### src/rtl/mtimer_pkg.sv
// Shared definitions for the machine timer: register word indices, CTRL bits
// and the byte-lane merge used by every writable register.
package mtimer_pkg;
  localparam logic [3:0] MTIME_LO    = 4'd0;
  localparam logic [3:0] MTIME_HI    = 4'd1;
  localparam logic [3:0] MTIMECMP_LO = 4'd2;
  localparam logic [3:0] MTIMECMP_HI = 4'd3;
  localparam logic [3:0] CTRL        = 4'd4;
  localparam logic [3:0] STATUS      = 4'd5;

  localparam int CTRL_EN     = 0;
  localparam int CTRL_IRQ_EN = 1;

  function automatic logic [31:0] be_merge(input logic [31:0] old_v,
                                           input logic [31:0] new_v,
                                           input logic [3:0]  be);
    logic [31:0] res;
    res = old_v;
    for (int b = 0; b < 4; b++)
      if (be[b]) res[8*b +: 8] = new_v[8*b +: 8];
    return res;
  endfunction
endpackage

### src/rtl/mtimer_tick_gen.sv
// Prescaler: one-cycle tick every Div enabled cycles; held at 0 while disabled.
module tick_gen #(
  parameter int Div = 50
) (
  input  logic clk,
  input  logic rst_n,
  input  logic en,
  output logic tick
);
  localparam int CW = (Div > 1) ? $clog2(Div) : 1;
  localparam logic [CW-1:0] LAST = CW'(Div - 1);

  logic [CW-1:0] cnt_q, cnt_d;

  always_comb begin
    cnt_d = '0;
    if (en && cnt_q != LAST) cnt_d = cnt_q + 1'b1;
  end

  always_ff @(posedge clk or negedge rst_n)
    if (!rst_n) cnt_q <= '0;
    else        cnt_q <= cnt_d;

  assign tick = en && (cnt_q == LAST);
endmodule

### src/rtl/mtimer.sv
// RISC-V machine timer: 64-bit mtime/mtimecmp, CTRL/STATUS, shadowed HI read
// for atomic LO-then-HI pairs, registered read data and level interrupt.
module mtimer
  import mtimer_pkg::*;
#(
  parameter int ClockFreqHz = 50_000_000,
  parameter int TickHz      = 1_000_000
) (
  input  logic        clk,
  input  logic        rst_n,
  input  logic [3:0]  addr_i,
  input  logic [31:0] wdata_i,
  input  logic [3:0]  byte_en_i,
  input  logic        wr_i,
  input  logic        addr_strobe_i,
  output logic [31:0] rdata_o,
  output logic        irq_o
);
  localparam int Div = ClockFreqHz / TickHz;

  if (Div < 1) begin : g_bad_div
    $error("mtimer: ClockFreqHz/TickHz must be >= 1");
  end

  logic [63:0] mtime_q, mtime_d, mtimecmp_q, mtimecmp_d;
  logic [1:0]  ctrl_q, ctrl_d;
  logic [31:0] hi_shadow_q, hi_shadow_d, rdata_q, rdata_d;
  logic        irq_q, irq_d;
  logic        tick, wr_en, rd_en, cmp_ge;

  tick_gen #(.Div(Div)) u_tick_gen (
    .clk  (clk),
    .rst_n(rst_n),
    .en   (ctrl_q[CTRL_EN]),
    .tick (tick)
  );

  assign wr_en  = addr_strobe_i &  wr_i;
  assign rd_en  = addr_strobe_i & ~wr_i;
  assign cmp_ge = mtime_q >= mtimecmp_q;
  assign irq_d  = ctrl_q[CTRL_IRQ_EN] & cmp_ge;

  always_comb begin
    mtime_d     = tick ? mtime_q + 64'd1 : mtime_q;
    mtimecmp_d  = mtimecmp_q;
    ctrl_d      = ctrl_q;
    hi_shadow_d = hi_shadow_q;
    rdata_d     = rdata_q;
    // A write to either mtime half overrides the tick increment for that cycle.
    if (wr_en) begin
      case (addr_i)
        MTIME_LO:    mtime_d = {mtime_q[63:32], be_merge(mtime_q[31:0], wdata_i, byte_en_i)};
        MTIME_HI:    mtime_d = {be_merge(mtime_q[63:32], wdata_i, byte_en_i), mtime_q[31:0]};
        MTIMECMP_LO: mtimecmp_d[31:0]  = be_merge(mtimecmp_q[31:0], wdata_i, byte_en_i);
        MTIMECMP_HI: mtimecmp_d[63:32] = be_merge(mtimecmp_q[63:32], wdata_i, byte_en_i);
        CTRL:        if (byte_en_i[0]) ctrl_d = wdata_i[1:0];
        default: ;
      endcase
    end
    if (rd_en) begin
      case (addr_i)
        MTIME_LO: begin
          rdata_d     = mtime_q[31:0];
          hi_shadow_d = mtime_q[63:32];
        end
        MTIME_HI:    rdata_d = hi_shadow_q;
        MTIMECMP_LO: rdata_d = mtimecmp_q[31:0];
        MTIMECMP_HI: rdata_d = mtimecmp_q[63:32];
        CTRL:        rdata_d = {30'd0, ctrl_q};
        STATUS:      rdata_d = {31'd0, cmp_ge};
        default:     rdata_d = '0;
      endcase
    end
  end

  always_ff @(posedge clk or negedge rst_n)
    if (!rst_n) begin
      mtime_q     <= '0;
      mtimecmp_q  <= '1;
      ctrl_q      <= '0;
      hi_shadow_q <= '0;
      rdata_q     <= '0;
      irq_q       <= 1'b0;
    end else begin
      mtime_q     <= mtime_d;
      mtimecmp_q  <= mtimecmp_d;
      ctrl_q      <= ctrl_d;
      hi_shadow_q <= hi_shadow_d;
      rdata_q     <= rdata_d;
      irq_q       <= irq_d;
    end

  assign rdata_o = rdata_q;
  assign irq_o   = irq_q;
endmodule

### config.mk
export PLATFORM = sky130hd
export DESIGN_NAME = mtimer
export DESIGN_NICKNAME = d
export VERILOG_FILES = /design/src/rtl/mtimer_pkg.sv /design/src/rtl/mtimer_tick_gen.sv /design/src/rtl/mtimer.sv
export SDC_FILE = /design/constraint.sdc
export NUM_CORES = 1
export LEC_CHECK = 0
export BUFFER_PORTS_ARGS = -buffer_cell sky130_fd_sc_hd__buf_2
export CAP_MARGIN = 10
export CELL_PAD_IN_SITES_DETAIL_PLACEMENT = 0
export CELL_PAD_IN_SITES_GLOBAL_PLACEMENT = 1
export CORE_ASPECT_RATIO = 0.7
export CORE_MARGIN = 3
export CORE_UTILIZATION = 52
export DETAILED_ROUTE_END_ITERATION = 16
export PLACE_DENSITY = 0.82
export SLEW_MARGIN = 20
export SYNTH_ARGS = -nofsm -noshare
export SYNTH_HDL_FRONTEND = slang
export SYNTH_HIERARCHICAL = 1
export SYNTH_SLANG_ARGS = --single-unit
### constraint.sdc
create_clock -name clk -period 9.22 [get_ports clk]
set_clock_uncertainty 0.2 [all_clocks]
set_input_delay 1.844 -clock clk [delete_from_list [all_inputs] [get_ports clk]]
set_output_delay 1.844 -clock clk [all_outputs]
set_load 0.005 [all_outputs]
==> summary.md, run 1 <==
| Metric | Value |
|---|---|
| Area of the multi-input gates | 0.00638 sq mm |
| Pwr/cell area | 199 mW/mm^2 |
| Register area | slightly above 0.005 sq mm |
| Reg-to-reg startpoint | u_tick_gen/cnt_q[1]$_DFF_PN0_ |
| Cell Area, Synth | about 0.012 sq mm |
| RSZ-0062 raised after global routing | false |
| Worst-Margin Slew | about 1100 ps |
| Clock slew at reported path FFs | 70 ps |
| Seq/Total Area, Yosys | 42.4% |
| WL per Instance | around 23 um |
| CTS Sinks | 201 |
| Worst-path maximum fanout | 70 |
| Max cap viols | 0 |
| Worst-skew pair later-pin latency | approximately 520 ps |
| Slew Viols, Final | 0 |
| Final ANT Viol Nets | 0 |
| EDFF count, synth | 0 |
| Core area | 0.0222 sq mm |
| Initial antenna violation count | 0 |
| Ys Warns | 6 |
| Startpoint types | input port |
| DR DRC count | 0 |
| Leakage power | approximately 5.7 nW |
| Row count | between 40 and 50 |
| Period utilization | 45.3% |
| Area growth syn-to-layout | 11.0% |
| Die area | around 0.025 sq mm |
| Setup total negative slack | 0 ps |
| RePlAce Congestion | 0.920 |
| Global-route wire length before repair | 58500 um |
| Vias in the first global route | ~9600 |
| Largest net degree at the start of global routing | 76 |
| Die Y | 133 um |
| CTS Buf Count | 22 |
| Synth Flop Type | dfrtp_1 |
| Hold Crit Start | rdata_o[16]$_DFFE_PN0P_ |
| Max-slew headroom | a little over a quarter |
| Final hold viol count | 0 |
| Clk buf depth | 3 |
| Worst R2R End | mtime_q[53]$_DFFE_PN0P_ |
| Hpwl dp | between 20000 and 30000 um |
| Number of I/O pins | between 70 and 80 |
| H-tree Lvls | 1 |
| Most common cell after layout, fill and taps aside | nand2_1 |
| Gate Count Post-Synth | between 1000 and 1500 |
| Aggregate global-route resource usage | approximately 30% |
| Most frequent cells in the layout | 140 x nand2_1, 137 x dfrtp_1, 94 x a21oi_1, 89 x mux2_2, 78 x inv_1 |
| Overall power | about 2.7 mW |
| CP endpoint kind | flop |
| Port bufs | 76 |
| Finish-stage setup viols | 0 |
| Fraction of layout cells with a size suffix above 1 | between 20% and 30% |
| Resize count post-CTS | 0 |
| Fmax | around 240 MHz |
| Max VDD drop | around 0.16 mV |
| Min Tclk post-route | roughly 4200 ps |
| Worst-case reg-to-reg path depth | 10 |
| CTS tree | yes |
| Arr. time, crit path | between 4000 and 5000 ps |
| Router iterations before antenna repair | 5 |
| Fillers | just under 2000 |
| Vias per Instance | 6.35 |
| Hold Path Depth | 1 |
| DR vias | between 10000 and 15000 |
| Yosys reg bits | roughly 200 |
| CTS root buf | clkbuf_16 |
| Hold endpoint | rdata_o[16]$_DFFE_PN0P_ |
| Yosys cell types | 83 |
| Syn avg cell area | approximately 9.6 sq um |
| Cts hold-fix bufs | 0 |
| Chip width | 188 um |
| Initial Utilization | between 50 and 60% |
| Final #Nets | 1423 |
| Status | finished, final reports clean |
| Worst path required time | about 9400 ps |
| GRT Residual Overflow | 0 |
| Worst Hold Class | reg -> reg |
| Critical path type | in -> reg |
| Asr flop ratio synth | 100% |
| Mapped Nets | around 1400 |
| R2R setup slack | 5050 ps |
| Post-CTS Setup Bufs | 0 |
| WL final | approximately 38000 um |
| DR iter-0 viols | around 1200 |
## cells by family (layout without fill, tap and decap cells)
group | count (synthesis) | in the layout | share of synthesized area [%]
flip-flops | 201 | 201 | 42.4
AND/OR/NAND/NOR | 407 | 407 | 17.4
buffers and inverters | 141 | 207 | 4.91
AO/OA/AOI/OAI | 320 | 320 | 17.2
other | 0 | 1 | 0
multiplexers | 109 | 109 | 10.0
adder cells (fa/ha/maj) | 67 | 67 | 6.95
XOR/XNOR | 16 | 16 | 1.16
## Yosys cell counts, types with 16 or more instances
master | count | share of area [%]
buf_2 | 16 | 0.66
ha_1 | 67 | 6.9
nand2_1 | 140 | 4.4
a21o_1 | 22 | 1.4
nor2_1 | 72 | 2.2
clkbuf_1 | 38 | 1.2
nand4_1 | 24 | 1.2
dfrtp_1 | 137 | 28
a21oi_1 | 94 | 3.9
nor4_1 | 27 | 1.4
a222oi_1 | 18 | 1.5
nor3_1 | 32 | 1.3
and3_1 | 19 | 0.99
o21ai_0 | 76 | 3.2
dfstp_2 | 64 | 14
a221oi_1 | 16 | 1.2
mux2_2 | 89 | 8.3
nand3_1 | 30 | 1.2
inv_1 | 78 | 2.4
## critical path, stage by stage
cell	delay, ps
buf_2	150
nor3_1	620
and3_2	280
buf_4	600
nand2_1	390
a311o_1	440
## per-layer routing
metal / up-vias / share of wire (%) / global-route usage (%)
met2: 479 / 40 / 40.6
met3: 43 / 9.7 / 5.68
met5: - / 0 / 0
li1: 4771 / - / -
met1: 5084 / 49 / 48.8
met4: 0 / 1.6 / 4.91
## registers in the layout, indices dropped and copies added, names as in the netlist
name,count
hi_shadow_q,32
u_tick_gen/cnt_q,6
rdata_o,32
mtimecmp_q,64
irq_o,1
ctrl_q,2
mtime_q,64
## metrics by stage
stage	utilization [%]	area, sq um	std cells	worst slack, ps	hold slack [ps]
2_1_floorplan	-	12100	1261	5520	250
3_3_place_gp	56.9	12700	1593	4660	254
3_5_place_dp	56.9	12700	1593	4600	260
4_1_cts	60.2	13400	1632	5130	273
5_1_grt	60.2	13400	1632	4800	282
6_report	60.2	13400	1633	5050	267
## layout make-up
cell class                 instances  share of cell area [%]
antenna                            1                  0.0187
clock buffer                      32                    4.62
clock inverter                     7                   0.869
inverter                          78                    2.19
multi-input combinational        919                    47.6
sequential                       201                    38.2
tap                              305                    2.85
timing repair buffer              90                    3.69
## report_power, final
group | internal [mW] | switching (mW)
logic | 0.232 | 0.294
registers | 1.04 | 0.175
clock network | 0.552 | 0.376
## worst max path at each step
stage,cells past startpoint,to,start
floorplan,7,mtime_q[63]$_DFFE_PN0P_,addr_i[1]
global placement,7,mtime_q[36]$_DFFE_PN0P_,addr_i[3]
detailed placement,6,mtime_q[44]$_DFFE_PN0P_,addr_i[3]
CTS,7,mtime_q[36]$_DFFE_PN0P_,addr_i[3]
global route,7,mtime_q[36]$_DFFE_PN0P_,addr_i[3]
finish,6,mtime_q[44]$_DFFE_PN0P_,addr_i[3]
No activity file was read; power rests on OpenSTA's default activity.
==> inputs of run 2 (changes only) <==
- CORE_UTILIZATION: 52 -> 44
- PLACE_DENSITY: 0.82 -> 0.74
- clock period: 9.22 -> 3.7 ns (I/O delays scaled with it)
==> run 2 against run 1 <==
Net effect:
- design area is 2.3% higher
- setup slack got worse by 4800 ps
- global-route usage decreased by 2.0 points
- final cell count is 5.1% higher
- sequential power rose by 150%
- clock power grew to 2.5 times the previous value
- combinational power grew to 2.6 times the previous value
- critical path depth is 5 higher
- clock-buffer cell count is 2 higher
- first-iteration DRC count grew 0.17%
==> summary.md, run 2 (synthesized netlist as in run 1, its figures left out) <==
| Metric | Value |
|---|---|
| Status | finished, final reports clean |
| Post-CTS Setup Bufs | 0 (unchanged) |
| Leakage power | 5.82 nW (+2.5%) |
| CTS Sinks | 201 (unchanged) |
| Internal power | 4.58 mW (+150%) |
| Core area | 0.0268 sq mm (+21%) |
| WL final | 40900 um (+7.8%) |
| Most frequent cells in the layout | 140 x nand2_1, 137 x dfrtp_1, 94 x a21oi_1, 89 x mux2_2, 78 x inv_1 |
| Chip width | 204 um (+8.4%) |
| Reg-to-reg startpoint | u_tick_gen/cnt_q[1]$_DFF_PN0_ |
| Comb power frac | 20.3% (+0.6 points) |
| Fraction of layout cells with a size suffix above 1 | 24.6% (+1.6 points) |
| Post-route setup slack | 207 ps (-4840 ps) |
| Cts hold-fix bufs | 1 (+1) |
| Finish-stage setup viols | 0 (unchanged) |
| Worst-Margin Slew | 870 ps (-225 ps) |
| Min Tclk post-route | roughly 3500 ps |
| Slew Viols, Final | 0 (unchanged) |
| Startpoint types | flop |
| Row count | 50 (+11%) |
| Final #Nets | 1448 (+1.8%) |
| DR DRC count | 0 (unchanged) |
| Top Registers | mtime_q: 64 flops, mtimecmp_q: 64 flops |
| Reg power frac | 44.9% (-0.6 points) |
| Critical path type | reg -> reg |
| Pre-CTS WS | 315 ps (-4290 ps) |
| GRT Residual Overflow | 0 (unchanged) |
| H-tree Lvls | 1 (unchanged) |
| Worst-case reg-to-reg path depth | 11 (+1) |
| M1 GR Usage | 43.2% (-5.5 points) |
| Fin util | 51.1% (-9.2 points) |
| Final Instance Count excl. Fillers | 1716 (+5.1%) |
| Most Crowded Layer GR | met1 |
| Arr. time, crit path | 3740 ps (-640 ps) |
| Worst R2R End | mtime_q[46]$_DFFE_PN0P_ |
| Fmax | ~290 MHz |
| CTS tree | yes |
| Die Y | 145 um (+8.3%) |
| Initial antenna violation count | 0 (unchanged) |
| Area growth syn-to-layout | 13.6% |
| Worst path required time | 3950 ps (-5470 ps) |
| Global-route wire length before repair | 62500 um (+6.9%) |
| Met3 global-route usage | 8.77% (+3.1 points) |
| Worst-path maximum fanout | 9 (-87%) |
| Placed cells | 1676 (+5.2%) |
| CTS Buf Count | 22 (unchanged) |
| Setup total negative slack | 0 ps (unchanged) |
| Vias per Instance | 6.12 (-3.7%) |
| RePlAce Congestion | 0.911 (-1.0%) |
| Max-slew headroom | 41.5% (+15 points) |
| CP endpoint kind | flop |
| Hold Path Depth | 1 (unchanged) |
| Met2 Resource Use GR | 37.7% (-2.9 points) |
| Final ANT Viol Nets | 0 (unchanged) |
| Hold endpoint | rdata_o[22]$_DFFE_PN0P_ |
| Clk pwr share | 34.9% (about the same) |
| Fillers | 2533 (+30%) |
| Period utilization | 94.4% |
| Resize count post-CTS | 0 (unchanged) |
| Pwr/cell area | 491 mW/mm^2 (+150%) |
| Initial Utilization | 45.0% (-9.3 points) |
| Aggregate global-route resource usage | 27.7% (-2.0 points) |
| Sw frac | 31.9% (+0.24 points) |
| Hold Crit Start | rdata_o[22]$_DFFE_PN0P_ |
| Largest net degree at the start of global routing | 73 (-3.9%) |
| Max cap viols | 0 (unchanged) |
| Max VDD drop | 0.314 mV (+93%) |
| Die area | 0.0295 sq mm (+17%) |
| DR iter-0 viols | 1197 (+0.17%) |
| Number of I/O pins | 77 (unchanged) |
| Port bufs | 76 (unchanged) |
| CTS root buf | clkbuf_16 |
| Total inserted antenna cells | 0 (-1) |
| Most common cell after layout, fill and taps aside | nand2_1 |
| Clock slew at reported path FFs | 60 ps (about the same) |
| Net switching power | 2.15 mW (+150%) |
| Vias in the first global route | 9917 (+3.5%) |
| Worst Hold Class | reg -> reg |
| Router iterations before antenna repair | 6 (+1) |
| R2R setup slack | 210 ps (-4840 ps) |
| DR vias | 10500 (+1.2%) |
| Hpwl dp | 29600 um (+13%) |
| Worst-skew pair later-pin latency | 530 ps (about the same) |
| WL per Instance | 23.9 um (+2.6%) |
| Final hold viol count | 0 (unchanged) |
| RSZ-0062 raised after global routing | false |
| Clk buf depth | 3 (unchanged) |
## run 2: worst max-delay path by stage
stage | startpoint | to | slack [ps] | cells after the start
after detailed placement | u_tick_gen/cnt_q[1]$_DFF_PN0_ | mtime_q[46]$_DFFE_PN0P_ | 320 | 11
after CTS | u_tick_gen/cnt_q[1]$_DFF_PN0_ | mtime_q[46]$_DFFE_PN0P_ | 310 | 11
after floorplan | u_tick_gen/cnt_q[1]$_DFF_PN0_ | mtime_q[60]$_DFFE_PN0P_ | 750 | 11
after global routing | u_tick_gen/cnt_q[1]$_DFF_PN0_ | mtime_q[46]$_DFFE_PN0P_ | 90 | 11
after global placement | u_tick_gen/cnt_q[1]$_DFF_PN0_ | mtime_q[46]$_DFFE_PN0P_ | 280 | 11
final | u_tick_gen/cnt_q[1]$_DFF_PN0_ | mtime_q[46]$_DFFE_PN0P_ | 210 | 11
## run 2: metrics by stage
step | power (mW) | cell area [sq um] | hold WS (ps)
6_report | 6.73 | 13700 | 271
2_1_floorplan | 3.81 | 12100 | 244
5_1_grt | 7.10 | 13700 | 298
3_3_place_gp | 4.36 | 12900 | 255
3_5_place_dp | 4.38 | 12900 | 263
4_1_cts | 6.76 | 13700 | 277
## run 2: layer usage
layer / vias to the layer above / share of wire [%]
met5: - / 0
met4: 0 / 1.4
met3: 45 / 10
met2: 432 / 40
met1: 5220 / 49
li1: 4809 / -
## run 2: cell type report
cell class,count,area (sq um),share of cell area [%]
multi-input cells,919,6380,46.6
flip-flops and latches,201,5110,37.3
repair buffers,115,711,5.19
clock buffers,34,677,4.94
well taps,364,455,3.32
inverters,78,293,2.14
clock inverters,5,77.6,0.566
## run 2: power groups by stage
stage | Combinational, mW | Sequential (mW) | Clock [mW]
finish | 1.36 | 3.02 | 2.35
detailed placement | 1.34 | 3.04 | 0
CTS | 1.35 | 3.01 | 2.40
global route | 1.54 | 3.07 | 2.48
floorplan | 0.929 | 2.88 | 0
global placement | 1.32 | 3.04 | 0
## run 2: critical path, stage by stage (launching register included)
cell and delay (ps):
dfrtp_1 400, inv_1 70, ha_1 130, nand4bb_1 130
nor3_1 210, buf_4 190, and4_1 320, and4_1 360
nand3_2 300, nor4_1 720, a32oi_1 200, o2bb2ai_1 180
==> inputs of run 3 (changes only) <==
- ABC_AREA: unset -> 1
- CORE_UTILIZATION: 44 -> 41
- PLACE_DENSITY: 0.74 -> 0.73
==> run 3 against run 2 <==
Net effect:
- hold slack worse by 260 ps
- die area up 13%
- combinational power up 41%
- design area up 6.5%
- flip-flop and latch count unchanged
- synthesized cell count up 38%
- utilization down 3.0 points
- final cell count up 31%
- critical path depth up 4
- sequential power up 3%
- via count up 19%
- largest power group unchanged
==> summary.md, run 3 <==
| Metric | Value |
|---|---|
| Ys Warns | 6 (unchanged) |
| Number of I/O pins | 77 (unchanged) |
| Most common cell after layout, fill and taps aside | nand2_1 |
| Seq/Total Area, Yosys | 39.9% (-2.5 points) |
| Die area | 0.0334 sq mm (+13%) |
| Fraction of layout cells with a size suffix above 1 | 15.6% (-9.1 points) |
| Setup total negative slack | 0 ps (unchanged) |
| DR DRC count | 0 (unchanged) |
| Top Registers | mtime_q: 64 flops, mtimecmp_q: 64 flops |
| H-tree Lvls | 1 (unchanged) |
| CTS Buf Count | 24 (+9.1%) |
| Fmax | 325 MHz (+13%) |
| Placed cells | 2200 (+31%) |
| Synth top cells by count | 445 x nand2_1, 223 x inv_1, 205 x o21ai_0, 137 x dfrtp_1, 120 x nor2_1 |
| Worst-case reg-to-reg path depth | 15 (+4) |
| Yosys cell types | 51 (-39%) |
| Most frequent cells in the layout | 444 x nand2_1, 223 x inv_1, 205 x o21ai_0, 137 x dfrtp_1, 119 x nor2_1 |
| Vias per Instance | 5.56 (-9.3%) |
| Worst-path maximum fanout | 6 (-3) |
| Asr flop ratio synth | 100% (unchanged) |
| Total inserted antenna cells | 0 (unchanged) |
| Initial Utilization | 42.2% (-2.8 points) |
| Final ANT Viol Nets | 0 (unchanged) |
| Most common cell in the netlist | nand2_1 |
| DR vias | 12500 (+19%) |
| Min Tclk post-route | 3080 ps (-413 ps) |
| Port bufs | 76 (unchanged) |
| Critical path type | reg -> reg |
| Reg-to-reg startpoint | u_tick_gen/cnt_q[1]$_DFF_PN0_ |
| Post-CTS Setup Bufs | 0 (unchanged) |
| Area growth syn-to-layout | 13.9% |
| CTS root buf | clkbuf_16 |
| Worst path required time | 3910 ps (-40 ps) |
| Fin Hold WS | 14.2 ps (-257 ps) |
| Worst-skew pair later-pin latency | 550 ps (+20 ps) |
| Worst R2R End | mtime_q[35]$_DFFE_PN0P_ |
| Arr. time, crit path | 3290 ps (-450 ps) |
| Max cap viols | 0 (unchanged) |
| WL final | 49100 um (+20%) |
| Worst-Margin Slew | 757 ps (-113 ps) |
| Router iterations before antenna repair | 5 (-1) |
| Synth top area share | 26.7% (-1.7 points) |
| Worst Hold Class | in -> async |
| R2R setup slack | 620 ps (+410 ps) |
| Period utilization | 83.3% (-11 points) |
| Synth Flop Type | dfrtp_1 |
| Slowest CP cell | dfrtp_1 |
| CTS Sinks | 201 (unchanged) |
| Syn avg cell area | 7.37 sq um (-23%) |
| Startpoint types | flop |
| RSZ-0062 raised after global routing | false |
| Die Y | 154 um (+6.5%) |
| Finish-stage setup viols | 0 (unchanged) |
| Most common cell on crit path | nor2_1 |
| Buffers & Inverters on Critical Path | 2 (unchanged) |
| Status | finished, final reports clean |
| Hpwl dp | 37200 um (+26%) |
| GRT Residual Overflow | 0 (unchanged) |
| Chip width | 217 um (+6.6%) |
| Initial antenna violation count | 0 (unchanged) |
| Top cell type by total area after synthesis | dfrtp_1 |
| Max-slew headroom | 49.4% (+7.9 points) |
| Row count | 53 (+6.0%) |
| WL per Instance | 21.9 um (-8.2%) |
| Resize count post-CTS | 0 (unchanged) |
| Final hold viol count | 0 (unchanged) |
| Cts hold-fix bufs | 0 (-1) |
| Largest net degree at the start of global routing | 71 (-2.7%) |
| EDFF count, synth | 0 (unchanged) |
| Yosys reg bits | 201 (unchanged) |
| Gate Count Post-Synth | 1740 (+38%) |
| Cell Area, Synth | 0.0128 sq mm (+6.2%) |
| Clk buf depth | 3 (unchanged) |
| Mapped Nets | 1851 (+35%) |
| Synth top area cells | dfrtp_1 27%, dfstp_2 13%, nand2_1 13%, o21ai_0 8.0%, ha_1 6.5% |
| Fin util | 48.1% (-3.0 points) |
| Leakage power | 6.84 nW (+17%) |
| Vias in the first global route | 11800 (+19%) |
| Aggregate global-route resource usage | 29.3% (+1.6 points) |
| Final #Nets | 1925 (+33%) |
| Crit-path max cell delay | 420 ps (-300 ps) |
| CP endpoint kind | flop |
| Clock slew at reported path FFs | 60 ps (about the same) |
| Global-route wire length before repair | 74800 um (+20%) |
| Cell-by-cell trace of the critical path | inv_1 -> ha_1 -> nand4_2 -> nor2_1 -> nand2_2 -> nor2_4 -> nand2_1 -> inv_2 -> nand2_1 -> nor2_1 -> nand3b_1 -> nor2_1 -> nor2_1 -> nand2_1 -> a22oi_1 |
| Slew Viols, Final | 0 (unchanged) |
| Top cell family by delay on the critical path | simple AND/OR/NAND/NOR gates |
| Pwr/cell area | 531 mW/mm^2 (+8.0%) |
| Final Instance Count excl. Fillers | 2242 (+31%) |
| Core area | 0.0304 sq mm (+13%) |
| Max VDD drop | 0.298 mV (-5.0%) |
| RePlAce Congestion | 0.964 (+5.9%) |
| DR iter-0 viols | 1551 (+30%) |
| CTS tree | yes |
[run 3: cell count changes in the layout (fill, tap and decap cells not counted), sizes merged, moves of 56 or more]
cell / previous run / this run
nor2: 74 / 141
mux2: 94 / 0
inv: 78 / 240
nand2: 142 / 457
nand3: 33 / 89
o21ai: 80 / 211
[run 3: cell type report]
class,count,area (sq um)
clock buffers,31,698
well taps,412,515
clock inverters,11,183
flip-flops and latches,201,5110
multi-input cells,1245,6560
inverters,242,908
fillers,3170,15800
repair buffers,100,619
[run 3: how the worst max path moves through the flow]
stage,startpoint,endpoint,depth (start not counted)
after global placement,addr_i[3],rdata_o[1]$_DFFE_PN0P_,8
after detailed placement,wr_i,mtime_q[6]$_DFFE_PN0P_,6
final,u_tick_gen/cnt_q[1]$_DFF_PN0_,mtime_q[35]$_DFFE_PN0P_,15
after global routing,u_tick_gen/cnt_q[1]$_DFF_PN0_,mtime_q[52]$_DFFE_PN0P_,14
after floorplan,u_tick_gen/cnt_q[1]$_DFF_PN0_,mtime_q[41]$_DFFE_PN0P_,16
after CTS,u_tick_gen/cnt_q[1]$_DFF_PN0_,mtime_q[52]$_DFFE_PN0P_,14
[run 3: kinds of logic (layout without fill, tap and decap cells)]
kind of cell	Yosys count	count (layout)	share of synthesized area, %
buffers and inverters	294	384	8.98
and+or+nand+nor	765	765	26.6
xor gates and xnor gates	8	8	0.547
DFF	201	201	39.9
adders and majority gates	67	67	6.54
AOI/OAI and AO/OA	405	405	17.4
[run 3: where the power goes]
part | internal (mW) | switching (mW)
Combinational | 0.673 | 1.25
Clock | 1.67 | 1.03
Sequential | 2.64 | 0.481
[run 3: worst reg2reg max path: cells and delay by family (launching register included)]
kind,cells,cell delay (ps)
fa+ha+maj,1,170
flops,1,420
buf+inv,2,160
simple gates,11,1950
compound gates,1,50
[run 3: per-layer routing]
metal  wire length (um)  track usage, %  vias up
met3               4070            5.91       83
met4               1180            5.99        0
li1                   -               -     5886
met1              24200            46.1     5962
met5                  0               0        -
met2              19700            41.3      524
[run 3: metrics by stage]
stage | power (mW) | setup slack, ps | cell area [sq um]
final | 7.75 | 619 | 14600
after detailed placement | 5.03 | 656 | 13700
after global placement | 4.99 | 698 | 13700
after floorplan | 4.24 | 1430 | 12800
after global routing | 8.19 | 412 | 14600
after CTS | 7.75 | 707 | 14600
